### config.mk
export PLATFORM = sky130hd
export DESIGN_NAME = mux_4_1
export DESIGN_NICKNAME = d
export VERILOG_FILES = /design/src/rtl/mux_4_1.sv
export SDC_FILE = /design/constraint.sdc
export NUM_CORES = 1
export LEC_CHECK = 0
export CORE_MARGIN = 2
export CORE_UTILIZATION = 28
export CTS_CLUSTER_SIZE = 25
export DETAILED_ROUTE_END_ITERATION = 6
export GPL_TIMING_DRIVEN = 0
export HOLD_SLACK_MARGIN = 0.1
export PLACE_DENSITY = 0.73
export SYNTH_ARGS = -nofsm -noshare
export SYNTH_HDL_FRONTEND = slang
export SYNTH_SLANG_ARGS = --single-unit
### constraint.sdc
create_clock -name clk -period 0.9 [get_ports clk]
set_input_delay 0.135 -clock clk [delete_from_list [all_inputs] [get_ports clk]]
set_output_delay 0.135 -clock clk [all_outputs]
set_load 0.005 [all_outputs]
### src/rtl/mux_4_1.sv
// mux_4_1: registered 4-to-1 word multiplexer with output enable.
// One of a0..a3 is chosen by sel, zeroed when enb = 0, and presented on y
// one clock later together with the sel value that produced it.
// Bit vectors are big-endian: bit 0 is the MSB.
// Optional build macro MUX_4_1_PARITY_EN adds the registered even-parity
// output y_par (XOR reduction of the next-state word).
module mux_4_1 #(
    parameter int WIDTH = 24
) (
    input  logic             clk,
    input  logic             rst,
    input  logic [0:WIDTH-1] a0,
    input  logic [0:WIDTH-1] a1,
    input  logic [0:WIDTH-1] a2,
    input  logic [0:WIDTH-1] a3,
    input  logic [0:1]       sel,
    input  logic             enb,
`ifdef MUX_4_1_PARITY_EN
    output logic             y_par,
`endif
    output logic [0:WIDTH-1] y,
    output logic [0:1]       y_sel
);

    // Per-bit one-hot decode of sel; keeps the datapath a flat AND-OR tree.
    logic [0:3]       w_dec;
    logic [0:WIDTH-1] w_nxt;

    // Decode select into one-hot lanes, gated by the enable.
    always_comb begin
        w_dec = 4'b0000;
        case (sel)
            2'd0:    w_dec = {enb, 3'b000};
            2'd1:    w_dec = {1'b0, enb, 2'b00};
            2'd2:    w_dec = {2'b00, enb, 1'b0};
            2'd3:    w_dec = {3'b000, enb};
            default: w_dec = {4{1'bx}};
        endcase
    end

    // Bit i of the result comes only from bit i of the chosen input.
    generate
        for (genvar gi = 0; gi < WIDTH; gi++) begin : g_bit
            assign w_nxt[gi] = (w_dec[0] & a0[gi]) |
                               (w_dec[1] & a1[gi]) |
                               (w_dec[2] & a2[gi]) |
                               (w_dec[3] & a3[gi]);
        end
    endgenerate

    logic [0:WIDTH-1] r_y;
    logic [0:1]       r_y_sel;

    // Output register: reset wins over enable and select.
    always_ff @(posedge clk) begin
        if (rst) begin
            r_y     <= '0;
            r_y_sel <= '0;
        end else begin
            r_y     <= w_nxt;
            r_y_sel <= sel;
        end
    end

    assign y     = r_y;
    assign y_sel = r_y_sel;

`ifdef MUX_4_1_PARITY_EN
    logic r_y_par;

    // Parity is taken from the gated word, so it is 0 whenever enb = 0.
    always_ff @(posedge clk) begin
        if (rst) begin
            r_y_par <= 1'b0;
        end else begin
            r_y_par <= ^w_nxt;
        end
    end

    assign y_par = r_y_par;
`endif

endmodule

; ---- After elaboration in Yosys (flattened, before gate mapping)
; Cells that the tools add are included.
[totals]
ff_bits = 26
out_inout_bits = 26
elab_cells = 175
[op_classes]
eq_ne = 3
n_mux = 1
n_bitwise = 168
n_reduce_logical = 1
[op_table]
columns = op, count
row1 = 1-bit bitwise AND, 96
row2 = 1-bit OR, 72
row3 = 4-bit one-hot mux with 4 select lines, 1
row4 = "2-bit equality test, second input constant", 2
row5 = "2-bit by 1-bit equality test with 1-bit output, second input constant", 1
row6 = 2-bit zero test, 1

; ---- Longest topological paths before layout
[logic_depth]
ltp_word = 6
ltp_mapped = 4
depth_no_buf = 2

; ---- Worst setup path before layout
; Ideal clock, no wire load.
[synth_timing]
path_type = input port to flip-flop
start = input port sel[0] (netlist bit)
end = register r_y (netlist bit y[2])
setup_time_ns = 0.073
t_arrival_ns = 0.850
required_ns = 0.827
slack_ns = -0.023
path_stages = 4
path_buffers = 2
cell_sequence = or3b_1 > buf_6 > buf_12 > o22ai_2
[synth_between]
elab_chain_len = 6
[synth_lines]
columns = element, line
row1 = start: declaration, 16  ; input logic [0:1] sel,
row2 = 2-bit equality test (tied with other cells), 32  ; case (sel)
row3 = 4-bit one-hot mux with 4 select lines *, 32
row4 = 1-bit bitwise AND (on tied branches), "44, 45"
row5 = 1-bit OR, 44  ; assign w_nxt[gi] = (w_dec[0] & a0[gi]) |
row6 = 1-bit OR, 45  ; (w_dec[1] & a1[gi]) |
row7 = 1-bit OR *, 46  ; (w_dec[2] & a2[gi]) |
row8 = end signal: assignment, 60  ; r_y <= w_nxt;
row9 = end: declaration, 51  ; logic [0:WIDTH-1] r_y;
; Mark *: on every way between the ends. The rest lies on a longest branch, timed or not.
; A chain may end at the register's enable or synchronous reset.

; ---- Worst setup path after layout
[layout_timing]
start = input port sel[1] (netlist bit)
end = register r_y (netlist bit y[5])
; Same word-level chain as after synthesis.

==> flow_metrics.py <==
metrics = {
    "worst_setup_path": {
        "worstPathArrival_ns": 1.04,
        "critPathBufInv": 1,
        "path_max_fanout": 3,
        "endpoint": "y[5]",
        "cp.depth": 3,
        "max_stage_delay_ns": 0.51,
        "crit_path_end_kind": "flop",
        "crit_path_top_delay_cell": "mux4_2",
        "critical-path-top-delay-family": "multiplexers",
        "start_kind": "input pin",
        "crit_type": "input pin to flop",
        "crit_required_ns": 1.07,
        "cp-startpoint": "sel[1]",
        "crit_chain": "clkdlybuf4s15_2 -> mux4_2 -> and3b_1",
    },
    "timing": {
        "fin_setup_tns_ns": 0,
        "slew_viol_final": 0,
        "worst_pin_slew_ns": 0.2478,
        "slew_headroom_pct": 83.43,
        "setup_violations": 0,
        "finalCritPeriodShare_pct": 96.59,
        "period_needed_ns": 0.8693,
        "fin_hold_ws_ns": 0.1807,
        "hold_viol_final": 0,
        "rsz0062_at_grt": "true",
        "final.setup.worst_slack_ns": 0.03066,
        "fmax_mhz": 1150,
    },
    "logic_synthesis": {
        "synthTopCellsByCount": "mux2i_1, dfxtp_1, o22ai_2",
        "synth_flop_cell": "dfxtp_1",
        "seq_area_frac_synth_pct": 36.72,
        "synth_area_leaders": "dfxtp_1, mux2i_1, o22ai_2",
        "synth_xor_area_share_pct": 0,
        "synth_nets": 212,
        "ys_ff_latch": 26,
        "synth_edf_count": 0,
        "synth_compound_area_share_pct": 18.98,
        "synthCells": 111,
        "synth_top_area_share_pct": 36.72,
        "synth_cell_types": 13,
        "synthAdderAreaFrac_pct": 0,
        "synthSimpleGateAreaFrac_pct": 2.648,
        "synth_area_sq_um": 1418,
        "avgSynthCellArea_sq_um": 12.77,
        "synthMuxAreaShare_pct": 34.33,
        "async_flop_share_pct": 0,
        "synth.most_common_cell": "mux2i_1",
        "synth_top_family_by_area": "multiplexers",
        "yosysTopAreaCell": "dfxtp_1",
        "yosysWarnings": 0,
    },
    "clock_network": {
        "clk_pin_slew_ns": 0.09,
        "cts_tree": "yes",
        "cts.sinks": 26,
        "clockBufferDepth": 2,
        "cts_buffers": 3,
        "root_buffer": "clkbuf_8",
        "htree_levels": 1,
    },
    "global_routing": {
        "busiest_layer": "met2",
        "grt_pass1_wl_microns": 7031,
        "grt_max_degree": 15,
        "grt.met3_usage_pct": 7.764,
        "grt_pass1_vias": 1494,
        "grt_usage_pct": 16.68,
        "met2_usage_pct": 31.29,
        "met1_usage_pct": 16.86,
        "antenna_found_initial": 0,
        "grt-ovfl-total": 0,
    },
    "pwr": {
        "leakagePower_nw": 1.201,
        "p_int_w": 0.002236,
        "vdd_drop_max_v": 0.0005394,
        "seq_power_share_pct": 42.2,
        "power_density_nw_per_um2": 1059,
        "swShare_pct": 23.02,
        "power.switching_w": 0.0006687,
        "clkPwrFrac_pct": 25.9,
        "pwr-share-comb_pct": 31.8,
    },
    "floorplan": {
        "initial_core_util_pct": 29.43,
        "num_io_pins": 127,
        "core_area_sq_um": 4817,
        "die_w_microns": 75.16,
        "die_y_microns": 75.16,
        "fp-row-count": 25,
        "die_area_sq_um": 5648,
    },
    "placed_design": {
        "dp.final_hpwl_microns": 3714,
        "gp_congestion": 0.7491,
        "port_buffers": 126,
        "preCtsSetupSlack_ns": -0.7730,
    },
    "cells_and_area": {
        "drive_gt1_share_pct": 30.04,
        "area_delta_synth_final_pct": 93.56,
        "postLayoutCoreUtil_pct": 56.96,
        "final_nets": 345,
        "antenna_cells": 0,
    },
    "detailed_routing": {
        "wirelength_microns": 4551,
        "postRouteAntennaNets": 0,
        "drc": 0,
        "vias": 1390,
        "drtIter0Drc": 19,
        "firstDrtPassIters": 2,
        "vias_per_cell": 4.484,
        "wl_per_cell_microns": 14.68,
    },
    "hold_path": {
        "whs_path_depth": 2,
        "holdCritPathClass": "input pin to flop",
    },
    "flow_run": {
        "drv_cap": 0,
    },
    "run_status": {
        "status": "finished clean",
    },
}
==> state kept, by name, summed over array words and instances, names as in the netlist <==
register / cells
y: 24
y_sel: 2
==> cells in the final DEF (no fill, tap or decap), types with 2 or more instances in the layout <==
| cell type | netlist | routed |
|---|---|---|
| mux2i_2 | 0 | 5 |
| o22ai_1 | 3 | 3 |
| buf_6 | 3 | 3 |
| nor2b_1 | 2 | 2 |
| clkdlybuf4s50_1 | 0 | 92 |
| buf_2 | 3 | 27 |
| dfxtp_1 | 26 | 25 |
| dlygate4sd2_1 | 0 | 4 |
| clkbuf_8 | 0 | 4 |
| mux2i_1 | 46 | 40 |
| clkdlybuf4s15_2 | 0 | 2 |
| buf_4 | 2 | 5 |
| o22ai_2 | 20 | 20 |
| buf_12 | 2 | 2 |
==> routing by layer <==
metal  share of wire (%)  routed length (microns)
met3                  14                      617
met4                0.53                       24
met1                  36                     1618
met5                   0                        0
met2                  50                     2290
==> layout make-up <==
class	count	area, sq um
plain buffers	9	111.4
clock buffers	4	55.05
fillers	450	2073
multi-input cells	75	823.3
flip-flops and latches	26	521.8
well taps	67	83.83
repair buffers	129	1149
==> repair_timing <==
action | CTS | global route
gates resized for setup | 129 | 6
endpoints found under the setup margin | 51 | 21
hold buffers | 1 | 0
pin swaps | 2 | 0
endpoints found under the hold margin | 2 | 0
setup buffers | 2 | 0
==> worst min path at each step <==
stage / slack, ns / start / endpoint
floorplan: 0.21 / rst / y_sel[0]
global placement: 0.78 / rst / y_sel[0]
detailed placement: 0.77 / rst / y_sel[0]
CTS: 0.16 / rst / y[5]
global route: 0.17 / rst / y[5]
finish: 0.18 / rst / y[5]
==> through the flow <==
step / cell area [sq um] / total power, W / cells
3_3_place_gp: 2759 / 0.002213 / 304
5_1_grt: 2744 / 0.003064 / 310
4_1_cts: 2736 / 0.002952 / 311
2_1_floorplan: 1414 / 0.001600 / 111
6_report: 2744 / 0.002905 / 310
3_5_place_dp: 2759 / 0.002224 / 304
==> power groups by stage <==
stage                     combinational (W)  sequential (W)  clock, W
after floorplan                    0.000333         0.00127         0
after global placement             0.000958         0.00126         0
after detailed placement           0.000966         0.00126         0
after CTS                          0.000928         0.00123  0.000795
after global routing               0.000994         0.00123  0.000835
final                              0.000924         0.00123  0.000753
==> logic make-up (layout without fill, tap and decap cells) <==
| group | after synthesis | after routing |
|---|---|---|
| mux | 47 | 47 |
| flops | 26 | 26 |
| compound gates | 23 | 23 |
| buf+inv | 10 | 142 |
| simple gates | 5 | 5 |
(Power assumes the default switching activity.)
